==> src/rtl/conv_pkg.sv <==
// conv_pkg: shared FSM state type plus sizing and term-range helpers for the 1D convolution engine
package conv_pkg;
  typedef enum logic [1:0] {IDLE, MAC, EMIT} state_t;
  function automatic int min2(input int a, input int b);
    return a < b ? a : b;
  endfunction
  function automatic int acc_width(input int dw, input int n, input int k, input int s);
    return 2 * dw + $clog2(min2(n, k)) + s;
  endfunction
  function automatic int idx_width(input int n, input int k);
    return n + k - 1 > 1 ? $clog2(n + k - 1) : 1;
  endfunction
  function automatic int lo_idx(input int k, input int taps);
    return k - taps + 1 > 0 ? k - taps + 1 : 0;
  endfunction
  function automatic int hi_idx(input int k, input int n);
    return min2(k, n - 1);
  endfunction
endpackage

==> src/rtl/conv_mac.sv <==
// conv_mac: registered multiply-accumulate, clear has priority over enable
// ports: clk, rst_n (sync active-low), clr, en, a/b operands (DW), acc running sum (ACC_W)
module conv_mac #(
  parameter int DW = 5,
  parameter int ACC_W = 12,
  parameter int SIGNED = 0
) (
  input  logic             clk,
  input  logic             rst_n,
  input  logic             clr,
  input  logic             en,
  input  logic [DW-1:0]    a,
  input  logic [DW-1:0]    b,
  output logic [ACC_W-1:0] acc
);
  logic [ACC_W-1:0] ae, be, prod;
  // extending both operands to ACC_W first gives the exact product modulo 2^ACC_W for either signedness
  always_comb begin
    ae = SIGNED != 0 ? {{(ACC_W-DW){a[DW-1]}}, a} : {{(ACC_W-DW){1'b0}}, a};
    be = SIGNED != 0 ? {{(ACC_W-DW){b[DW-1]}}, b} : {{(ACC_W-DW){1'b0}}, b};
    prod = ae * be;
  end
  always_ff @(posedge clk)
    if (!rst_n || clr) acc <= '0;
    else if (en) acc <= acc + prod;
endmodule

==> src/rtl/conv1d_mac_engine.sv <==
// conv1d_mac_engine: sequential full linear convolution y = x * h through one time-multiplexed MAC
// ports: clk, rst_n (sync active-low); in_valid/in_ready accept x_vec (N*DW) and h_vec (K*DW);
//        out_valid/out_ready stream out_data (ACC_W) with out_idx k and out_last; busy outside IDLE
module conv1d_mac_engine import conv_pkg::*; #(
  parameter int DW = 5,
  parameter int N = 4,
  parameter int K = 4,
  parameter int SIGNED = 0,
  parameter int ACC_W = acc_width(DW, N, K, SIGNED),
  localparam int IW = idx_width(N, K)
) (
  input  logic             clk,
  input  logic             rst_n,
  input  logic             in_valid,
  output logic             in_ready,
  input  logic [N*DW-1:0]  x_vec,
  input  logic [K*DW-1:0]  h_vec,
  output logic             out_valid,
  input  logic             out_ready,
  output logic [ACC_W-1:0] out_data,
  output logic [IW-1:0]    out_idx,
  output logic             out_last,
  output logic             busy
);
  state_t state, nxt;
  logic [N*DW-1:0] x_r;
  logic [K*DW-1:0] h_r;
  logic [IW-1:0] k, i;
  logic [ACC_W-1:0] acc;
  logic [DW-1:0] xa, hb;
  logic accept, last, mac_done, clr;
  if (N < 1 || K < 1) begin : g_chk_size
    $error("conv1d_mac_engine: N and K must be at least 1");
  end
  if (ACC_W < acc_width(DW, N, K, SIGNED)) begin : g_chk_acc
    $error("conv1d_mac_engine: ACC_W is narrower than the overflow-free width");
  end
  always_comb begin
    accept = state == IDLE && in_valid;
    last = state == EMIT && int'(k) == N + K - 2;
    mac_done = int'(i) == hi_idx(int'(k), N);
    // advancing to the next output restarts the sum; acceptance starts y[0]
    clr = accept || (state == EMIT && out_ready && !last);
    xa = x_r[int'(i)*DW +: DW];
    hb = h_r[(int'(k) - int'(i))*DW +: DW];
    nxt = state == IDLE ? (in_valid ? MAC : IDLE) :
          state == MAC  ? (mac_done ? EMIT : MAC) :
          out_ready     ? (last ? IDLE : MAC) : EMIT;
    in_ready = state == IDLE;
    out_valid = state == EMIT;
    busy = state != IDLE;
    out_data = out_valid ? acc : '0;
    out_idx = out_valid ? k : '0;
    out_last = last;
  end
  always_ff @(posedge clk)
    if (!rst_n) begin
      state <= IDLE;
      k <= '0;
      i <= '0;
    end else begin
      state <= nxt;
      if (accept) begin
        x_r <= x_vec;
        h_r <= h_vec;
        k <= '0;
        i <= '0;
      end else if (state == MAC) i <= i + 1'b1;
      else if (clr) begin
        k <= k + 1'b1;
        i <= IW'(lo_idx(int'(k) + 1, K));
      end
    end
  conv_mac #(.DW(DW), .ACC_W(ACC_W), .SIGNED(SIGNED)) u_mac (
    .clk(clk), .rst_n(rst_n), .clr(clr), .en(state == MAC), .a(xa), .b(hb), .acc(acc)
  );
endmodule

==> config.mk <==
export PLATFORM = sky130hd
export DESIGN_NAME = conv1d_mac_engine
export DESIGN_NICKNAME = d
export VERILOG_FILES = /design/src/rtl/conv_pkg.sv /design/src/rtl/conv_mac.sv /design/src/rtl/conv1d_mac_engine.sv
export SDC_FILE = /design/constraint.sdc
export NUM_CORES = 1
export LEC_CHECK = 0
export CELL_PAD_IN_SITES_DETAIL_PLACEMENT = 0
export CELL_PAD_IN_SITES_GLOBAL_PLACEMENT = 1
export CORE_ASPECT_RATIO = 0.6
export CORE_MARGIN = 2
export CORE_UTILIZATION = 40
export CTS_CLUSTER_DIAMETER = 150
export CTS_CLUSTER_SIZE = 28
export DETAILED_ROUTE_END_ITERATION = 7
export GPL_TIMING_DRIVEN = 0
export PLACE_DENSITY = 0.9
export SETUP_SLACK_MARGIN = 0.3
export SYNTH_ARGS = -nofsm -noshare
export SYNTH_HDL_FRONTEND = slang
export SYNTH_SLANG_ARGS = --single-unit
export TNS_END_PERCENT = 30
==> constraint.sdc <==
create_clock -name clk -period 5.9 [get_ports clk]
set_clock_uncertainty 0.05 [all_clocks]
set_input_delay 0.885 -clock clk [delete_from_list [all_inputs] [get_ports clk]]
set_output_delay 0.885 -clock clk [all_outputs]
set_load 0.05 [all_outputs]
# Word level (Yosys, flattened, before mapping)

Index checks and enable logic that the tools add are counted.

Register bits after elaboration: 60

$add $sub $neg: 7
Multipliers: 3
Order comparisons: 2
Equality and inequality tests: 4
Shifts and indexed selects: 2
Muxes and demuxes: 12
Bitwise logic cells: 2
Reductions and logical operators: 14

Operators by type and width:

| kind                | count |
|---|---|
| $shiftx 20x7->5     | 1 |
| $shiftx 20x8->5     | 1 |
| $mux 3              | 5 |
| $add 12x10->12      | 1 |
| $mux 12             | 1 |
| $mul 5x5->10        | 1 |
| $mul 4x4->8 const B | 1 |
| $mux 2              | 4 |
| $add 3x1->3 const B | 2 |
| $add 5x2->6 const B | 1 |
| $gt 6x1->1 const B  | 1 |
| $mul 3x3->6 const B | 1 |
| $sub 4x3->5 const B | 1 |
| $add 3x1->4 const B | 1 |
| $logic_and 1x1->1   | 4 |
| $reduce_and 2->1    | 2 |
| $reduce_bool 2->1   | 2 |
| $sub 3x3->4         | 1 |
| $eq 3x2->1 const B  | 1 |
| $eq 3x3->1          | 1 |
| $lt 3x2->1 const B  | 1 |
| $eq 2x1->1 const B  | 1 |
| $eq 2x2->1 const B  | 1 |
| $logic_not 1->1     | 2 |
| other kinds (5)     | 8 |

# Longest topological paths before layout

Depth after elaboration: 7
Mapped depth: 27
Mapped depth without buffers: 25

# Modules after synthesis

From an unflattened synthesis, not the netlist that was laid out.

Cell total of the unflattened synthesis: 428
Area, all modules: 4538.1 um^2

By module, submodules not included:

| module            | instances | cells each | area an instance (um^2) | seq. area each (um^2) |
|---|---|---|---|---|
| conv1d_mac_engine | 1         | 263        | 3047.9                  | 1361.3 |
| conv_mac          | 1         | 165        | 1490.2                  | 240.2 |

# Worst setup path before layout

No wires, ideal clock.

Path type: register to register
From: register k[0]
To: register u_mac.acc[11]
Data arrival time: 6.310 ns
Required time: 5.780 ns
Path slack: -0.530 ns
Cell stages (with the launch flop): 25
Buffers on the path: 1
Period minus slack after synthesis: 6.430 ns
Cell sequence: dfxtp_1 clkbuf_1 inv_1 ha_1 inv_1 fa_1 ha_1 ha_1 fa_1 nand2b_1 or3_1 a2111oi_2 o31ai_2 nor2_1 fa_1 fa_1 inv_1 fa_1 inv_1 ha_1 o21ai_0 o21ai_0 a21oi_1 or3_1 a21oi_1

Cells in the longest elaborated chain, start to end: 6

RTL lines:

| element                                                                | RTL line                | RTL |
|---|---|---|
| from (decl)                                                            | conv1d_mac_engine.sv:28 | `logic [IW-1:0] k, i;` |
| from (signal assigned)                                                 | conv1d_mac_engine.sv:70 | `k <= k + 1'b1;` |
| parallel branches: the longest is 6 deep, another holds $add 12x10->12 | n/a                     |  |
| to (signal assigned)                                                   | conv_mac.sv:25          | `else if (en) acc <= acc + prod;` |
| to (decl)                                                              | conv_mac.sv:14          | `output logic [ACC_W-1:0] acc` |

Parallel ways; which one is timed is not known.
A chain may end at the register's enable or synchronous reset.

# Worst setup path in the final report

From: register k[0]
To: register u_mac.acc[8]

Same word-level chain as after synthesis.

==> impl_metrics.ini <==
[run_status]
status = complete, but fails checks
violations = negative setup slack

[hold_path]
hold_end = u_mac.acc[2]
min-delay-path-class = flip-flop to flip-flop
hp-start = u_mac.acc[2]
min_path_cells = 2

[timing]
hold_viol_final = 0
setup_viol = 6
min_period_over_period_pct = 101
setup_ws_ps = -88.3
fin_crit_ps = 5990
grt_setup_unrepaired = yes
maxClockFrequency_mhz = 167
worstMarginPinSlew_ps = 791
maxSlewViolCount = 0
max_slew_margin_pct = 47.1

[drt]
num_vias = 3846
drtIter0Drc = 206
routedWlPerCell_um = 17.2
drc = 0
avgViaCountPerCell = 5.51
routed_wl_mm = 12.0
ant_nets = 0
drtPass1Iterations = 5

[clocking]
cts_tree = built
cts.sinks = 60
worstSkewPairLatency_ps = 330
root_buffer = clkbuf_16
htreeDepth = 3
cts_made_buffers = 9
hold_buffers = 0
clk_pin_slew_worst_paths_ps = 60
cts.path.max_buffers = 2

[logic_synthesis]
syn_avg_cell_area_um2 = 10.4
syn_inst = 445
synthSimpleGateAreaFrac_pct = 13.8
seq_area_frac_synth_pct = 34.5
synthXorXnorAreaFrac_pct = 1.70
async_reset_ff_share_pct = 0
synth_compound_gate_area_share_pct = 14.0
post-synth-top-area-fraction_pct = 25.8
synth_seq_cells = 60
synth_area_mm2 = 0.00465
synth.area.top_cells = edfxtp_1 (26%), ha_1 (8.9%), dfxtp_1 (8.6%)
ys_warn_count = 0
synth_top_area_cell = edfxtp_1
ys.flop_type = edfxtp_1
synth_top_family_by_area = adder cells
synth.area.mux_share_pct = 12.8
synth_nets = 541
synth_enable_flop_cells = 40
synthAdderAreaFrac_pct = 17.1
ys_types = 60

[critical_path]
critPathArrivalTime_ps = 6140
crit_path_start_kind = flip-flop
crit_path_end_kind = flip-flop
path_max_fanout = 4
reg2reg_depth = 23
rr_startpoint = k[0]
setup.reg_to_reg.worst_slack_ps = -90
rr_endpoint = u_mac.acc[8]
critPathKind = flip-flop to flip-flop
required_ps = 6050

[grt]
grt_pass1_vias = 3827
grt_pass1_wl_mm = 19.4
antenna_found_initial = 0
grt_max_degree = 40
grt_usage_pct = 20.3
grt_overflow = 0

[floorplan]
die_area_mm2 = 0.0125
row_count = 30
initial_utilization_pct = 41.1
chipWidth_um = 143
coreArea_mm2 = 0.0113
io_pins = 63
die_h_um = 87.5

[cells_and_area]
n_antenna_cell = 0
drive_gt1_share_pct = 22.3
final_area_mm2 = 0.00620
final_cells = 698
nets = 629
area_delta_synth_final_pct = 33.4

[placement]
dp_hpwl_mm = 9.12
placed_area_mm2 = 0.00564
place_congestion = 0.900
place_ws_ps = -581
place_inst = 668
port_buffers = 62

[run]
drv_cap = 0

[power]
p_per_area_mw_per_mm2 = 379
ir_drop_mv = 0.258
p_leak_uw = 0.00237
-- report_power, final --
| part | switching (µW) | total [µW] | internal (µW) |
|---|---|---|---|
| Combinational | 695 | 1310 | 615 |
| Sequential | 26.3 | 507 | 481 |
| Clock | 206 | 534 | 328 |
-- cell usage after synthesis, drive strengths merged (7+ instances only) --
master  count
inv        46
edfxtp     40
ha         33
nand2      32
nor2       27
and2       22
a21oi      21
dfxtp      20
fa         19
mux2i      19
mux4       16
buf        11
o21ai      10
clkbuf      9
nand3       9
nor2b       8
a211oi      7
a22oi       7
-- state kept, by name, indices dropped and copies added (netlist names) --
name,count
state,2
h_r,20
u_mac.acc,12
k,3
i,3
x_r,20
-- worst max-delay path: stages, from the launching register on --
cell       delay, ps
dfxtp_2          330
buf_8            120
clkinv_4          40
ha_4             110
inv_2             30
fa_2             560
ha_4             210
ha_4             160
fa_2             530
nand2b_1          80
or3_4            340
a2111oi_4        430
o31ai_4          120
nand2b_4         160
fa_1             520
fa_1             430
fa_1             500
inv_2             50
ha_4             240
nor2b_4          130
o21a_1           200
a31oi_1          190
xor2_1           210
o31ai_1           80
-- cells in the final DEF, fill, tap and decap left out, types with 16 or more instances in the layout --
| cell type | count |
|---|---|
| clkdlybuf4s50_1 | 62 |
| mux2i_1 | 19 |
| and2_1 | 20 |
| mux4_2 | 16 |
| buf_4 | 16 |
| dfxtp_1 | 16 |
| ha_1 | 24 |
| edfxtp_1 | 40 |
| a21oi_1 | 17 |
| nor2_1 | 23 |
| inv_1 | 39 |
| nand2_1 | 32 |
-- per-layer routing --
metal / vias up / wire length [µm] / GRT usage [%] / part of all wire, %
li1: 1790 / - / - / -
met1: 1866 / 5620 / 28.8 / 47
met2: 167 / 5180 / 30.4 / 43
met3: 23 / 1040 / 6.21 / 8.6
met4: 0 / 195 / 4.95 / 1.6
met5: - / 0 / 0 / 0
-- worst max-delay path by stage --
| stage | start | endpoint | cells after the start |
|---|---|---|---|
| floorplan | k[0] | u_mac.acc[8] | 24 |
| global placement | i[2] | u_mac.acc[9] | 25 |
| detailed placement | i[2] | u_mac.acc[9] | 25 |
| CTS | i[2] | u_mac.acc[8] | 22 |
| global route | k[0] | u_mac.acc[8] | 23 |
| finish | k[0] | u_mac.acc[8] | 23 |
-- kinds of logic after synthesis --
group           after synthesis
compound gates               92
xor+xnor                      9
fa+ha+maj                    52
buf+inv                      66
flops                        60
mux                          39
simple gates                127
-- metrics by stage --
| step | total power, µW | setup TNS, ps | hold WS, ps | utilization (%) |
|---|---|---|---|---|
| 4_1_cts | 2310 | -86.0 | 423 | 54.0 |
| 6_report | 2350 | -310 | 432 | 54.9 |
| 2_1_floorplan | 1470 | 0 | 395 | - |
| 3_3_place_gp | 1690 | -3000 | 415 | 49.7 |
| 5_1_grt | 2540 | -1600 | 478 | 54.9 |
| 3_5_place_dp | 1730 | -3500 | 415 | 49.9 |
-- area by class of cell --
cell class	count	area, µm²
Buffer	20	151
Clock buffer	9	225
Clock inverter	7	75.1
Fill cell	945	5100
Inverter	46	178
Multi-Input combinational cell	319	3020
Sequential cell	60	1610
Tap cell	160	200
Timing Repair Buffer	77	746
-- repair_timing --
| item | in CTS | in global routing |
|---|---|---|
| resized for setup | 21 | 20 |
| buffers inserted | 9 | 5 |
| pin swaps | 18 | 8 |
| setup endpoints to repair | 9 | 9 |
No activity file was read; power rests on OpenSTA's default activity.
